[src/rtl/lsu.sv]
// Load/store unit and write-back stage sitting directly behind execute.
// Issues at most one data-bus transaction at a time and back-pressures execute
// while it is in flight. Optional feature macro: LSU_BUS_ERR_TRAP_EN turns a bus
// error response into a load/store trap; when undefined, dresp_err_i is ignored.

package lsu_pkg;

  typedef enum logic [1:0] {
    NO_LSU    = 2'd0,
    LSU_LOAD  = 2'd1,
    LSU_STORE = 2'd2
  } lsu_op_typ_e;

  // funct3 encodings
  localparam logic [2:0] LsuB  = 3'b000;
  localparam logic [2:0] LsuH  = 3'b001;
  localparam logic [2:0] LsuW  = 3'b010;
  localparam logic [2:0] LsuBu = 3'b100;
  localparam logic [2:0] LsuHu = 3'b101;

  typedef struct packed {
    logic [31:0] result;
    logic [4:0]  rd_addr;
    logic        we_rd;
  } s_ex_mem_wb_t;

  typedef struct packed {
    lsu_op_typ_e op_typ;
    logic [2:0]  width;
    logic [31:0] addr;
    logic [31:0] wdata;
  } s_lsu_op_t;

  typedef struct packed {
    logic        active;
    logic [31:0] mtval;
  } s_trap_info_t;

endpackage

module lsu
  import lsu_pkg::*;
#(
  parameter int unsigned TRAP_ON_MISALIGN = 1
) (
  input  logic         clk,
  input  logic         rst,
  input  s_ex_mem_wb_t ex_mem_wb_i,
  input  s_lsu_op_t    lsu_i,
  output logic         lsu_bp_o,
  output logic [31:0]  wb_value_o,
  output logic [31:0]  wb_load_o,
  output logic         lock_wb_o,
  output logic         rf_we_o,
  output logic [4:0]   rf_waddr_o,
  output logic [31:0]  rf_wdata_o,
  output logic         dreq_valid_o,
  input  logic         dreq_ready_i,
  output logic [31:0]  dreq_addr_o,
  output logic         dreq_we_o,
  output logic [3:0]   dreq_strb_o,
  output logic [31:0]  dreq_wdata_o,
  input  logic         dresp_valid_i,
  input  logic [31:0]  dresp_data_i,
  input  logic         dresp_err_i,
  output s_trap_info_t lsu_trap_ld_o,
  output s_trap_info_t lsu_trap_st_o
);

  typedef enum logic [1:0] {StIdle, StReq, StResp} state_e;

  state_e      state_q, state_d;
  logic        is_load_q;
  logic [2:0]  width_q;
  logic [31:0] addr_q;
  logic [31:0] wdata_q;
  logic [4:0]  rd_q;
  logic        we_q;
  logic [31:0] wb_load_q;
  logic        ld_wb_q;
  logic        lock_q;

  logic        op_present;
  logic        misaligned;
  logic        trap_mis;
  logic        accept;
  logic        mis_trap_fire;
  logic        resp_fire;
  logic        bus_err;
  logic        load_done;
  logic [31:0] addr_aligned;
  logic [3:0]  lane_mask;
  logic [31:0] wdata_rep;
  logic [7:0]  ld_byte;
  logic [15:0] ld_half;
  logic [31:0] ld_data;

  // Decode the incoming op: alignment check and the address actually latched.
  always_comb begin
    op_present   = (lsu_i.op_typ != NO_LSU);
    misaligned   = 1'b0;
    addr_aligned = lsu_i.addr;
    unique case (lsu_i.width[1:0])
      2'b01: begin
        misaligned   = lsu_i.addr[0];
        addr_aligned = {lsu_i.addr[31:1], 1'b0};
      end
      2'b10: begin
        misaligned   = (lsu_i.addr[1:0] != 2'b00);
        addr_aligned = {lsu_i.addr[31:2], 2'b00};
      end
      default: ;
    endcase
    trap_mis      = (TRAP_ON_MISALIGN != 0) && misaligned;
    accept        = (state_q == StIdle) && op_present && !trap_mis;
    mis_trap_fire = (state_q == StIdle) && op_present && trap_mis;
    resp_fire     = (state_q == StResp) && dresp_valid_i;
  end

`ifdef LSU_BUS_ERR_TRAP_EN
  assign bus_err = resp_fire && dresp_err_i;
`else
  logic unused_err;
  assign unused_err = dresp_err_i;
  assign bus_err    = 1'b0;
`endif

  assign load_done = resp_fire && is_load_q && !bus_err;

  // Next-state logic and execute back-pressure.
  always_comb begin
    state_d = state_q;
    unique case (state_q)
      StIdle:  if (accept) state_d = StReq;
      StReq:   if (dreq_ready_i) state_d = StResp;
      StResp:  if (dresp_valid_i) state_d = StIdle;
      default: state_d = StIdle;
    endcase
    lsu_bp_o = accept || (state_q == StReq) || ((state_q == StResp) && !dresp_valid_i);
  end

  // State register.
  always_ff @(posedge clk or posedge rst) begin
    if (rst) state_q <= StIdle;
    else     state_q <= state_d;
  end

  // Capture the accepted operation; held stable for the whole transaction.
  always_ff @(posedge clk or posedge rst) begin
    if (rst) begin
      is_load_q <= 1'b0;
      width_q   <= 3'b000;
      addr_q    <= 32'h0;
      wdata_q   <= 32'h0;
      rd_q      <= 5'd0;
      we_q      <= 1'b0;
    end else if (accept) begin
      is_load_q <= (lsu_i.op_typ == LSU_LOAD);
      width_q   <= lsu_i.width;
      addr_q    <= addr_aligned;
      wdata_q   <= lsu_i.wdata;
      rd_q      <= ex_mem_wb_i.rd_addr;
      we_q      <= ex_mem_wb_i.we_rd;
    end
  end

  // Store lane mask and replicated write data.
  always_comb begin
    unique case (width_q[1:0])
      2'b00: begin
        lane_mask = 4'b0001 << addr_q[1:0];
        wdata_rep = {4{wdata_q[7:0]}};
      end
      2'b01: begin
        lane_mask = addr_q[1] ? 4'b1100 : 4'b0011;
        wdata_rep = {2{wdata_q[15:0]}};
      end
      default: begin
        lane_mask = 4'b1111;
        wdata_rep = wdata_q;
      end
    endcase
  end

  // Bus request; payload is zero outside REQ.
  always_comb begin
    dreq_valid_o = (state_q == StReq);
    dreq_addr_o  = dreq_valid_o ? {addr_q[31:2], 2'b00} : 32'h0;
    dreq_we_o    = dreq_valid_o && !is_load_q;
    dreq_strb_o  = dreq_valid_o ? lane_mask : 4'b0000;
    dreq_wdata_o = dreq_we_o ? wdata_rep : 32'h0;
  end

  // Load lane select and sign/zero extension.
  always_comb begin
    unique case (addr_q[1:0])
      2'b00:   ld_byte = dresp_data_i[7:0];
      2'b01:   ld_byte = dresp_data_i[15:8];
      2'b10:   ld_byte = dresp_data_i[23:16];
      default: ld_byte = dresp_data_i[31:24];
    endcase
    ld_half = addr_q[1] ? dresp_data_i[31:16] : dresp_data_i[15:0];
    unique case (width_q)
      LsuB:    ld_data = {{24{ld_byte[7]}}, ld_byte};
      LsuH:    ld_data = {{16{ld_half[15]}}, ld_half};
      LsuBu:   ld_data = {24'h0, ld_byte};
      LsuHu:   ld_data = {16'h0, ld_half};
      default: ld_data = dresp_data_i;
    endcase
  end

  // Load result, pending RF write and the write-back lock.
  always_ff @(posedge clk or posedge rst) begin
    if (rst) begin
      wb_load_q <= 32'h0;
      ld_wb_q   <= 1'b0;
      lock_q    <= 1'b0;
    end else begin
      ld_wb_q <= load_done && we_q && (rd_q != 5'd0);
      if (load_done) wb_load_q <= ld_data;
      if (load_done) lock_q <= 1'b1;
      else if (!lsu_bp_o && !op_present) lock_q <= 1'b0;
    end
  end

  assign wb_load_o = wb_load_q;
  assign lock_wb_o = lock_q;

  // Register-file write: pending load data wins; the memory op's own bundle
  // (held during the response cycle) and trapped accesses never write.
  always_comb begin
    if (ld_wb_q) begin
      rf_we_o    = 1'b1;
      rf_waddr_o = rd_q;
      rf_wdata_o = wb_load_q;
      wb_value_o = wb_load_q;
    end else begin
      rf_we_o    = ex_mem_wb_i.we_rd && (ex_mem_wb_i.rd_addr != 5'd0) && !lsu_bp_o &&
                   (state_q != StResp) && !mis_trap_fire;
      rf_waddr_o = ex_mem_wb_i.rd_addr;
      rf_wdata_o = ex_mem_wb_i.result;
      wb_value_o = ex_mem_wb_i.result;
    end
  end

  // Trap pulses: misalignment in IDLE, bus error in the response cycle.
  always_comb begin
    lsu_trap_ld_o = '0;
    lsu_trap_st_o = '0;
    if (mis_trap_fire) begin
      if (lsu_i.op_typ == LSU_LOAD) begin
        lsu_trap_ld_o.active = 1'b1;
        lsu_trap_ld_o.mtval  = lsu_i.addr;
      end else begin
        lsu_trap_st_o.active = 1'b1;
        lsu_trap_st_o.mtval  = lsu_i.addr;
      end
    end else if (bus_err) begin
      if (is_load_q) begin
        lsu_trap_ld_o.active = 1'b1;
        lsu_trap_ld_o.mtval  = addr_q;
      end else begin
        lsu_trap_st_o.active = 1'b1;
        lsu_trap_st_o.mtval  = addr_q;
      end
    end
  end

endmodule

[config.mk]
export PLATFORM = sky130hd
export DESIGN_NAME = lsu
export DESIGN_NICKNAME = d
export VERILOG_FILES = /design/src/rtl/lsu.sv
export SDC_FILE = /design/constraint.sdc
export NUM_CORES = 1
export LEC_CHECK = 0
export ABC_AREA = 1
export BUFFER_PORTS_ARGS = -buffer_cell sky130_fd_sc_hd__buf_4
export CORE_AREA = 2 2 150 152
export CTS_CLUSTER_DIAMETER = 200
export CTS_CLUSTER_SIZE = 28
export DETAILED_ROUTE_END_ITERATION = 8
export DIE_AREA = 0 0 152 154
export PLACE_DENSITY = 0.69
export SYNTH_ARGS = -nofsm -noshare
export SYNTH_HDL_FRONTEND = slang
export SYNTH_SLANG_ARGS = --single-unit
export TNS_END_PERCENT = 10
[constraint.sdc]
create_clock -name clk -period 7 [get_ports clk]
set_input_delay 0.35 -clock clk [delete_from_list [all_inputs] [get_ports clk]]
set_output_delay 0.35 -clock clk [all_outputs]
set_load 0.02 [all_outputs]
==> metrics.yaml, run 1 <==
status: "finished, final reports clean"
slew_headroom_pct: 33.5
syn_inst: 1010
cts_buffers: 9
rows: 54
synthFlopType: "dfrtp_1"
layout_common_cells: "buf_4 (385), nand2_1 (319), nor2_1 (164), inv_1 (113), dfrtp_1 (109)"
synth_top_family_by_area: "simple AND/OR/NAND/NOR gates"
first_pass_iters: 5
nFillCells: 2262
ant_nets: 0
met3_usage_pct: 4.85
grt_pass1_wl_um: 38100
die_w_um: 152
final_core_util_pct: 45.1
power_density_nw_per_um2: 396
clk_latency_ns: 0.35
synth_mux_area_share_pct: 0
netlist_area_um2: 6810
dieArea_um2: 23400
internal-power_mw: 2.03
drv_slew: 0
grt.overflow.total: 0
postCtsSetupBuffers: 0
boundaryPins: 384
cts_sinks: 110
cp.required_ns: 6.65
drive_gt1_share_pct: 32.6
first_iter_violations: 421
tightest_slew_ns: 0.991
ys_seq_area_share_pct: 40.4
path_max_fanout: 53
avgSynthCellArea_um2: 6.74
synth_edf_count: 0
tns_ns: 0
cts_max_level: 3
yosys.cell_types.count: 35
p_leak_nw: 5.61
grt_use_met1_pct: 25.1
hold_ws_ns: 0.123
fin_crit_sh_pct: 42.3
synthAdderAreaFrac_pct: 0.367
switchingPower_mw: 1.85
hold_buffers: 0
synth_xor_area_share_pct: 0
gp_congestion: 0.820
critical-path-top-delay-family: "buffers and inverters"
rsz0062_at_grt: "false"
crit_buf_inv: 3
synth_compound_area_share_pct: 10.9
clockBufferDepth: 2
final_common_cell: "buf_4"
io_buffer_count: 380
combPwrFrac_pct: 55.0
clkPwrFrac_pct: 14.3
worst-setup-path-type: "reg -> out"
async_flop_share_pct: 100
cts_resized: 0
yosys_warnings: 0
finClkSkew_ns: 0.0167
clockRootBuffer: "clkbuf_16"
stdcell_area_um2: 9790
end_kind: "output pin"
netSwitchingFraction_pct: 47.6
vias: 7233
min_period_ns: 2.96
coreArea_um2: 21700
max_clock_freq_mhz: 337
wire_per_inst_um: 15.1
dpl.hpwl_um: 18300
drt-total-wl_um: 24200
grtUsageMet2_pct: 34.8
cpPeakStageDelay_ns: 0.74
grt_max_degree: 68
nets: 1465
antenna_found_initial: 0
start_kind: "register"
cpMaxStageDelayCell: "clkinv_1"
placed_cell_area_um2: 9480
drcViolationCount: 0
pwr-share-seq_pct: 30.6
crit_path_frequent_cell: "buf_4"
grt_pass1_vias: 6933
track_usage_pct: 20.2
diodes: 0
cts_tree: "yes"
final-hold-violation-count: 0
vdd_ir_drop_max_uv: 198
synth_seq_cells: 110
floorplan.initialDensity_pct: 31.4
die_h_um: 154
maxCapViolations: 0
arrival_ns: 2.61
setup_viol: 0
path_cells: "buf_4, clkinv_1, o22ai_1, nor2_1, buf_4"
clk_pin_slew_ns: 0.08
viasPerCell: 4.51
synth-simple-area-share_pct: 32.8
gr-max-usage-layer: "met2"
syn2layout_area_growth_pct: 43.7
min_path_type: "in -> async"
[cell families after synthesis]
logic type / after synthesis
AO/OA/AOI/OAI: 139
adder cells (fa/ha/maj): 2
buffers and inverters: 212
flip-flops: 110
other: 1
AND/OR/NAND/NOR: 546
[per-layer routing]
| layer | vias up | share of wire, % |
|---|---|---|
| li1 | 3654 | - |
| met5 | - | 0 |
| met1 | 3278 | 41 |
| met4 | 0 | 1.6 |
| met3 | 25 | 6.9 |
| met2 | 276 | 50 |
[worst reg2reg max path: cells and delay by family, from the launching register on]
kind	cells	cell delay [ns]
and+or+nand+nor	5	1.31
DFF	1	0.39
buffers and inverters	3	0.55
[power groups by stage]
stage / combinational, mW / clock (mW) / sequential, mW
6_report: 2.13 / 0.555 / 1.19
5_1_grt: 2.36 / 0.595 / 1.23
4_1_cts: 2.16 / 0.570 / 1.19
3_5_place_dp: 2.16 / 0 / 1.20
3_3_place_gp: 2.13 / 0 / 1.19
2_1_floorplan: 1.34 / 0 / 1.21
[final timing paths]
check	startpoint	end	slack, ns	cells after the start
max in group asynchronous	rst	width_q[1]$_DFFE_PP0P_	5.64	3
min in group clk	lsu_i[26]	wdata_q[26]$_DFFE_PP0P_	0.18	3
max	width_q[1]$_DFFE_PP0P_	dreq_wdata_o[27]	4.04	5
min	rst	wdata_q[13]$_DFFE_PP0P_	0.12	2
max reg2reg	width_q[1]$_DFFE_PP0P_	wb_load_o[31]$_DFFE_PP0P_	4.69	8
min reg2reg	lock_wb_o$_DFFE_PP0P_	lock_wb_o$_DFFE_PP0P_	0.48	2
[synth_stat cells, types with 3 or more instances]
master,number,area (µm²)
or2_2,5,31.3
o21ai_0,65,325
nand3_1,23,115
nor2_1,164,616
buf_2,14,70.1
nor3_1,5,25.0
clkbuf_1,18,67.6
or2_1,11,68.8
o211ai_1,5,37.5
nand2_1,319,1200
nor2_4,4,45.0
nand3_2,3,30.0
buf_4,46,345
inv_1,114,428
o22ai_1,8,50.1
o21ai_1,14,70.1
dfrtp_1,110,2750
buf_6,8,90.1
inv_2,6,22.5
a21oi_1,43,215
nand2_2,5,31.3
[registers in the layout (all words and copies together) (netlist names)]
name / flops
wdata_q: 32
lock_wb_o: 1
we_q: 1
ld_wb_q: 1
rd_q: 5
state_q: 2
addr_q: 32
is_load_q: 1
wb_load_o: 32
width_q: 3
[cell type report]
cell class / instances / area, µm² / share of cell area, %
Clock buffer: 11 / 233 / 2.38
Clock inverter: 4 / 73.8 / 0.754
Inverter: 124 / 473 / 4.83
Multi-Input combinational cell: 689 / 3020 / 30.8
Sequential cell: 110 / 2750 / 28.1
Tap cell: 280 / 350 / 3.58
Timing Repair Buffer: 385 / 2890 / 29.5
[through the flow]
step	instances	power (mW)	setup WS, ns
finish	1603	3.88	4.04
global route	1603	4.19	3.84
CTS	1603	3.92	4.03
global placement	1588	3.32	4.24
detailed placement	1588	3.36	4.16
floorplan	1011	2.55	3.75
(Power assumes the default switching activity.)
==> run 2: changes to the inputs <==
--- a/config.mk
+++ b/config.mk
@@ -12,7 +12,7 @@
 export CTS_CLUSTER_SIZE = 28
 export DETAILED_ROUTE_END_ITERATION = 8
 export DIE_AREA = 0 0 152 154
-export PLACE_DENSITY = 0.69
+export PLACE_DENSITY = 0.71
 export SYNTH_ARGS = -nofsm -noshare
 export SYNTH_HDL_FRONTEND = slang
 export SYNTH_SLANG_ARGS = --single-unit
==> constraint.sdc (replaced) <==
create_clock -name clk -period 2.6 [get_ports clk]
set_input_delay 0.13 -clock clk [delete_from_list [all_inputs] [get_ports clk]]
set_output_delay 0.13 -clock clk [all_outputs]
set_load 0.02 [all_outputs]
==> run 2 against run 1 <==
Effect of this change:
- non-clock buffer count increased by 39
- wire length rose by 1.0%
- hold slack got worse by 0.11 ns
- final cell count grew 2.4%
- core utilization is 1.7 points higher
- sequential power rose to 2.6 times the previous value
- setup slack got worse by 3.7 ns
- critical path type unchanged
- highest routed layer unchanged
==> metrics.yaml, run 2 (synthesis results as in run 1) <==
placed_cell_area_um2: 9550  # +0.67%
r2r_end: "wb_load_o[30]$_DFFE_PP0P_"
cts_tree: "yes"
ant_nets: 0  # unchanged
nets: 1504  # +2.7%
drt-total-wl_um: 24400  # +1.0%
grt.overflow.total: 0  # unchanged
grt_pass1_wl_um: 38900  # +2.1%
tns_ns: 0  # unchanged
status: "finished, final reports clean"
drive_gt1_share_pct: 32.2  # -0.42 points
final_common_cell: "buf_4"
start_kind: "register"
clk_pin_slew_ns: 0.08  # about the same
vdd_ir_drop_max_uv: 616  # +210%
clockBufferDepth: 2  # unchanged
cp.required_ns: 2.47  # -4.18 ns
grt_max_degree: 98  # +44%
boundaryPins: 384  # unchanged
first_pass_iters: 4  # -1
dpl_worst_slack_ns: 0.656  # -3.50 ns
finClkSkew_ns: 0.0119  # -0.00473 ns
dpl.cell_count: 1593  # +0.31%
arrival_ns: 2.12  # -0.49 ns
vias: 7535  # +4.2%
syn2layout_area_growth_pct: 49.3
floorplan.initialDensity_pct: 31.4  # unchanged
slew_headroom_pct: 47.2  # +14 points
rsz0062_at_grt: "false"
track_usage_pct: 20.5  # +0.33 points
min_path_type: "in -> reg"
max_clock_freq_mhz: 445
io_buffer_count: 380  # unchanged
fin_ws_ns: 0.352  # -3.69 ns
coreArea_um2: 21700  # unchanged
fin_crit_sh_pct: 86.5
gp_congestion: 0.840  # +2.4%
first_iter_violations: 391  # -7.1%
power_density_nw_per_um2: 1020  # +160%
tightest_slew_ns: 0.791  # -0.201 ns
hold_ws_ns: 0.00887  # -0.114 ns
final_cells: 1642  # +2.4%
maxCapViolations: 0  # unchanged
multiInputGateArea_um2: 3020  # unchanged
crit_start: "addr_q[1]$_DFFE_PP0P_"
die_h_um: 154  # unchanged
clockRootBuffer: "clkbuf_16"
rows: 54  # unchanged
layout_common_cells: "buf_4 (388), nand2_1 (319), nor2_1 (164), inv_1 (113), dfrtp_1 (109)"
final-hold-violation-count: 0  # unchanged
timing.critical_path.to: "dreq_strb_o[0]"
dieArea_um2: 23400  # unchanged
wire_per_inst_um: 14.9  # -1.4%
drcViolationCount: 0  # unchanged
diodes: 0  # unchanged
drv_slew: 0  # unchanged
p_leak_nw: 5.77  # +2.8%
worst-setup-path-type: "reg -> out"
setup_viol: 0  # unchanged
reg2reg_depth: 7  # -1
stdcell_area_um2: 10200  # +3.9%
ff_latch_area_um2: 2750  # unchanged
min_period_ns: 2.25
r2r_slack_ns: 0.64  # -4.05 ns
cts_sinks: 110  # unchanged
grt_pass1_vias: 7328  # +5.7%
cts_max_level: 3  # unchanged
nFillCells: 2202  # -2.7%
r2r_start: "addr_q[1]$_DFFE_PP0P_"
die_w_um: 152  # unchanged
clk_latency_ns: 0.35  # about the same
postCtsSetupBuffers: 0  # unchanged
end_kind: "output pin"
cts_buffers: 9  # unchanged
viasPerCell: 4.59  # +1.7%
path_max_fanout: 23  # -57%
antenna_found_initial: 0  # unchanged
dpl.hpwl_um: 18500  # +1.1%
==> run 2: worst max-delay path, stage by stage (launching register included) <==
cell	delay, ns
dfrtp_1	0.76
inv_1	0.39
a21oi_4	0.36
nor2_1	0.08
buf_4	0.17
==> run 2: cell type report <==
class | instances | share of cell area, %
Multi-Input combinational cell | 689 | 29.7
Clock buffer | 10 | 2.35
Clock inverter | 5 | 0.418
Sequential cell | 110 | 27.1
Inverter | 124 | 4.66
Tap cell | 280 | 3.44
Timing Repair Buffer | 424 | 32.4
==> run 2: where the power goes <==
group	switching [mW]	total, mW	internal (mW)
logic	3.73	5.91	2.18
clock network	0.682	1.37	0.684
registers	0.622	3.15	2.53
==> run 2: timing repair <==
| item | 4_1_cts | 5_1_grt |
|---|---|---|
| hold buffers | 34 | 0 |
| gates resized for setup | 0 | 0 |
| endpoints found under the hold margin | 65 | 0 |
==> run 2: stage by stage <==
stage | total power, mW | util (%)
6_report | 10.4 | 46.9
5_1_grt | 11.2 | 46.9
4_1_cts | 10.5 | 46.9
3_5_place_dp | 9.05 | 44.0
3_3_place_gp | 8.97 | 44.0
2_1_floorplan | 6.87 | -
==> run 2: worst min-delay path by stage <==
stage	slack [ns]	start	depth (start not counted)	end
after detailed placement	0.32	rst	2	rd_q[0]$_DFFE_PP0P_
after global placement	0.31	rst	2	rd_q[0]$_DFFE_PP0P_
final	0.009	ex_mem_wb_i[0]	3	we_q$_DFFE_PP0P_
after global routing	0.02	lsu_i[5]	3	wdata_q[5]$_DFFE_PP0P_
after floorplan	0.24	dreq_ready_i	2	state_q[1]$_DFFE_PP0P_
after CTS	0.0002	lsu_i[5]	3	wdata_q[5]$_DFFE_PP0P_
==> run 2: routing by layer <==
layer / wire, µm / global-route usage, % / up-vias / share of wire [%]
met5: 0 / 0 / - / 0
met4: 427 / 5.83 / 0 / 1.7
met3: 1570 / 5.02 / 30 / 6.4
met2: 12200 / 36.1 / 284 / 50
met1: 10200 / 25.0 / 3495 / 42
li1: - / - / 3726 / -
==> run 3: changes to the inputs <==
--- a/config.mk
+++ b/config.mk
@@ -12,7 +12,7 @@
 export CTS_CLUSTER_SIZE = 28
 export DETAILED_ROUTE_END_ITERATION = 8
 export DIE_AREA = 0 0 152 154
-export PLACE_DENSITY = 0.71
+export PLACE_DENSITY = 0.65
 export SYNTH_ARGS = -nofsm -noshare
 export SYNTH_HDL_FRONTEND = slang
 export SYNTH_SLANG_ARGS = --single-unit
==> run 3 against run 2 <==
Effect of this change:
- clock power is 12% higher
- sequential cell count unchanged
- critical path depth grew 1
- global-route usage is 0.17 points lower
- die area did not move
- non-clock buffer count is 2 lower
- power increased by 1.4%
- count of clock-buffer cells in the layout increased by 1
- register-to-register slack got worse by 0.11 ns
- combinational power shrank 1%
- setup slack lost 0.12 ns
- first-iteration DRC count grew 12%
- highest routed layer unchanged
==> metrics.yaml, run 3 (synthesis results as in run 1) <==
dieArea_um2: 23400  # unchanged
wire_per_inst_um: 15.0  # +1.1%
crit_start: "addr_q[1]$_DFFE_PP0P_"
arrival_ns: 2.24  # +0.12 ns
drcViolationCount: 0  # unchanged
drive_gt1_share_pct: 32.1  # -0.10 points
clk_pin_slew_ns: 0.08  # about the same
cp.required_ns: 2.47  # about the same
min_path_type: "in -> reg"
cts_buffers: 9  # unchanged
drt-total-wl_um: 24700  # +0.94%
placed_cell_area_um2: 9530  # -0.16%
finClkSkew_ns: 0.00821  # -0.00372 ns
r2r_start: "width_q[0]$_DFFE_PP0P_"
final_common_cell: "buf_4"
status: "finished, final reports clean"
fin_ws_ns: 0.233  # -0.119 ns
tightest_slew_ns: 0.696  # -0.0948 ns
min_period_ns: 2.37  # +0.119 ns
syn2layout_area_growth_pct: 49.7
io_buffer_count: 380  # unchanged
path_max_fanout: 23  # unchanged
clockRootBuffer: "clkbuf_16"
tns_ns: 0  # unchanged
cts_resized: 0  # unchanged
cts_max_level: 3  # unchanged
p_leak_nw: 5.78  # +0.28%
viasPerCell: 4.55  # -0.87%
stdcell_area_um2: 10200  # +0.26%
rows: 54  # unchanged
crit_buf_inv: 2  # unchanged
grt_pass1_vias: 7179  # -2.0%
diodes: 0  # unchanged
cts_tree: "yes"
grt_pass1_wl_um: 38400  # -1.2%
first_iter_violations: 439  # +12%
final-hold-violation-count: 0  # unchanged
path_cells: "inv_1, nand2_1, nand2_1, a21oi_1, buf_4"
grt.overflow.total: 0  # unchanged
dpl.hpwl_um: 18300  # -0.91%
slew_headroom_pct: 53.6  # +6.4 points
vias: 7460  # -1.0%
cpPeakStageDelay_ns: 0.79  # +0.03 ns
end_kind: "output pin"
crit_path_frequent_cell: "nand2_1"
start_kind: "register"
power_density_nw_per_um2: 1040  # +1.1%
clockBufferDepth: 2  # unchanged
fin_crit_sh_pct: 91.1  # +4.6 points
max_clock_freq_mhz: 422  # -5.0%
nets: 1502  # -0.13%
cpMaxStageDelayCell: "dfrtp_1"
die_w_um: 152  # unchanged
layout_common_cells: "buf_4 (386), nand2_1 (319), nor2_1 (164), inv_1 (113), dfrtp_1 (109)"
antenna_found_initial: 0  # unchanged
rsz0062_at_grt: "false"
r2r_slack_ns: 0.53  # -0.11 ns
drv_slew: 0  # unchanged
maxCapViolations: 0  # unchanged
boundaryPins: 384  # unchanged
gp_congestion: 0.817  # -2.7%
worst-setup-path-type: "reg -> out"
setup_viol: 0  # unchanged
coreArea_um2: 21700  # unchanged
nFillCells: 2221  # +0.86%
floorplan.initialDensity_pct: 31.4  # unchanged
die_h_um: 154  # unchanged
ant_nets: 0  # unchanged
cts_sinks: 110  # unchanged
first_pass_iters: 4  # unchanged
track_usage_pct: 20.3  # -0.17 points
critical-path-top-delay-family: "flip-flops"
clk_latency_ns: 0.36  # about the same
min_from: "lsu_i[5]"
vdd_ir_drop_max_uv: 560  # -9.1%
postCtsSetupBuffers: 0  # unchanged
grt_max_degree: 111  # +13%
dpl_worst_slack_ns: 0.559  # -0.0963 ns
## run 3: power by group
group	internal [mW]	switching (mW)	leakage (nW)
clock network	0.890	0.648	0.161
logic	2.17	3.67	4.25
registers	2.53	0.659	1.37
## run 3: worst paths after layout
path | endpoint | cells after the start
hold / removal | wdata_q[5]$_DFFE_PP0P_ | 3
min in group asynchronous | addr_q[26]$_DFFE_PP0P_ | 4
setup reg to reg | wb_load_o[18]$_DFFE_PP0P_ | 7
hold reg to reg | addr_q[5]$_DFFE_PP0P_ | 2
max in group asynchronous | wb_load_o[27]$_DFFE_PP0P_ | 4
setup / recovery | dreq_strb_o[3] | 5
## run 3: what timing repair did
| item | in CTS | in global routing |
|---|---|---|
| setup endpoints to repair | 0 | 0 |
| endpoints found under the hold margin | 104 | 0 |
| hold buffers | 34 | 0 |
## run 3: worst register-to-register path, stage by stage, from the launching register on
cell,delay (ns)
dfrtp_1,0.55
nor2_4,0.37
inv_2,0.19
nor2_2,0.12
nand3_2,0.43
nand3_1,0.23
nand2_1,0.07
inv_1,0.05
## run 3: final cells by class
class	instances	area, µm²	share of cell area [%]
clock buffers	11	253	2.48
clock inverters	4	70.1	0.687
inverters	124	474	4.65
multi-input cells	689	3020	29.6
flip-flops and latches	110	2750	27.0
well taps	280	350	3.44
repair buffers	422	3280	32.2
## run 3: per-layer routing
layer / global-route usage (%) / vias up / wire [µm]
met4: 5.34 / 0 / 423
li1: - / 3722 / -
met3: 4.28 / 30 / 1400
met5: 0 / - / 0
met2: 35.7 / 253 / 12400
met1: 25.4 / 3455 / 10500
## run 3: metrics by stage
step | power [mW] | hold WS (ns) | util (%) | cells
floorplan | 6.87 | 0.240 | - | 1011
global placement | 9.01 | 0.324 | 44.0 | 1591
detailed placement | 9.06 | 0.327 | 44.0 | 1591
CTS | 10.7 | 0.00576 | 47.0 | 1640
global route | 11.4 | 0.0161 | 47.0 | 1640
finish | 10.6 | 0.0305 | 47.0 | 1640
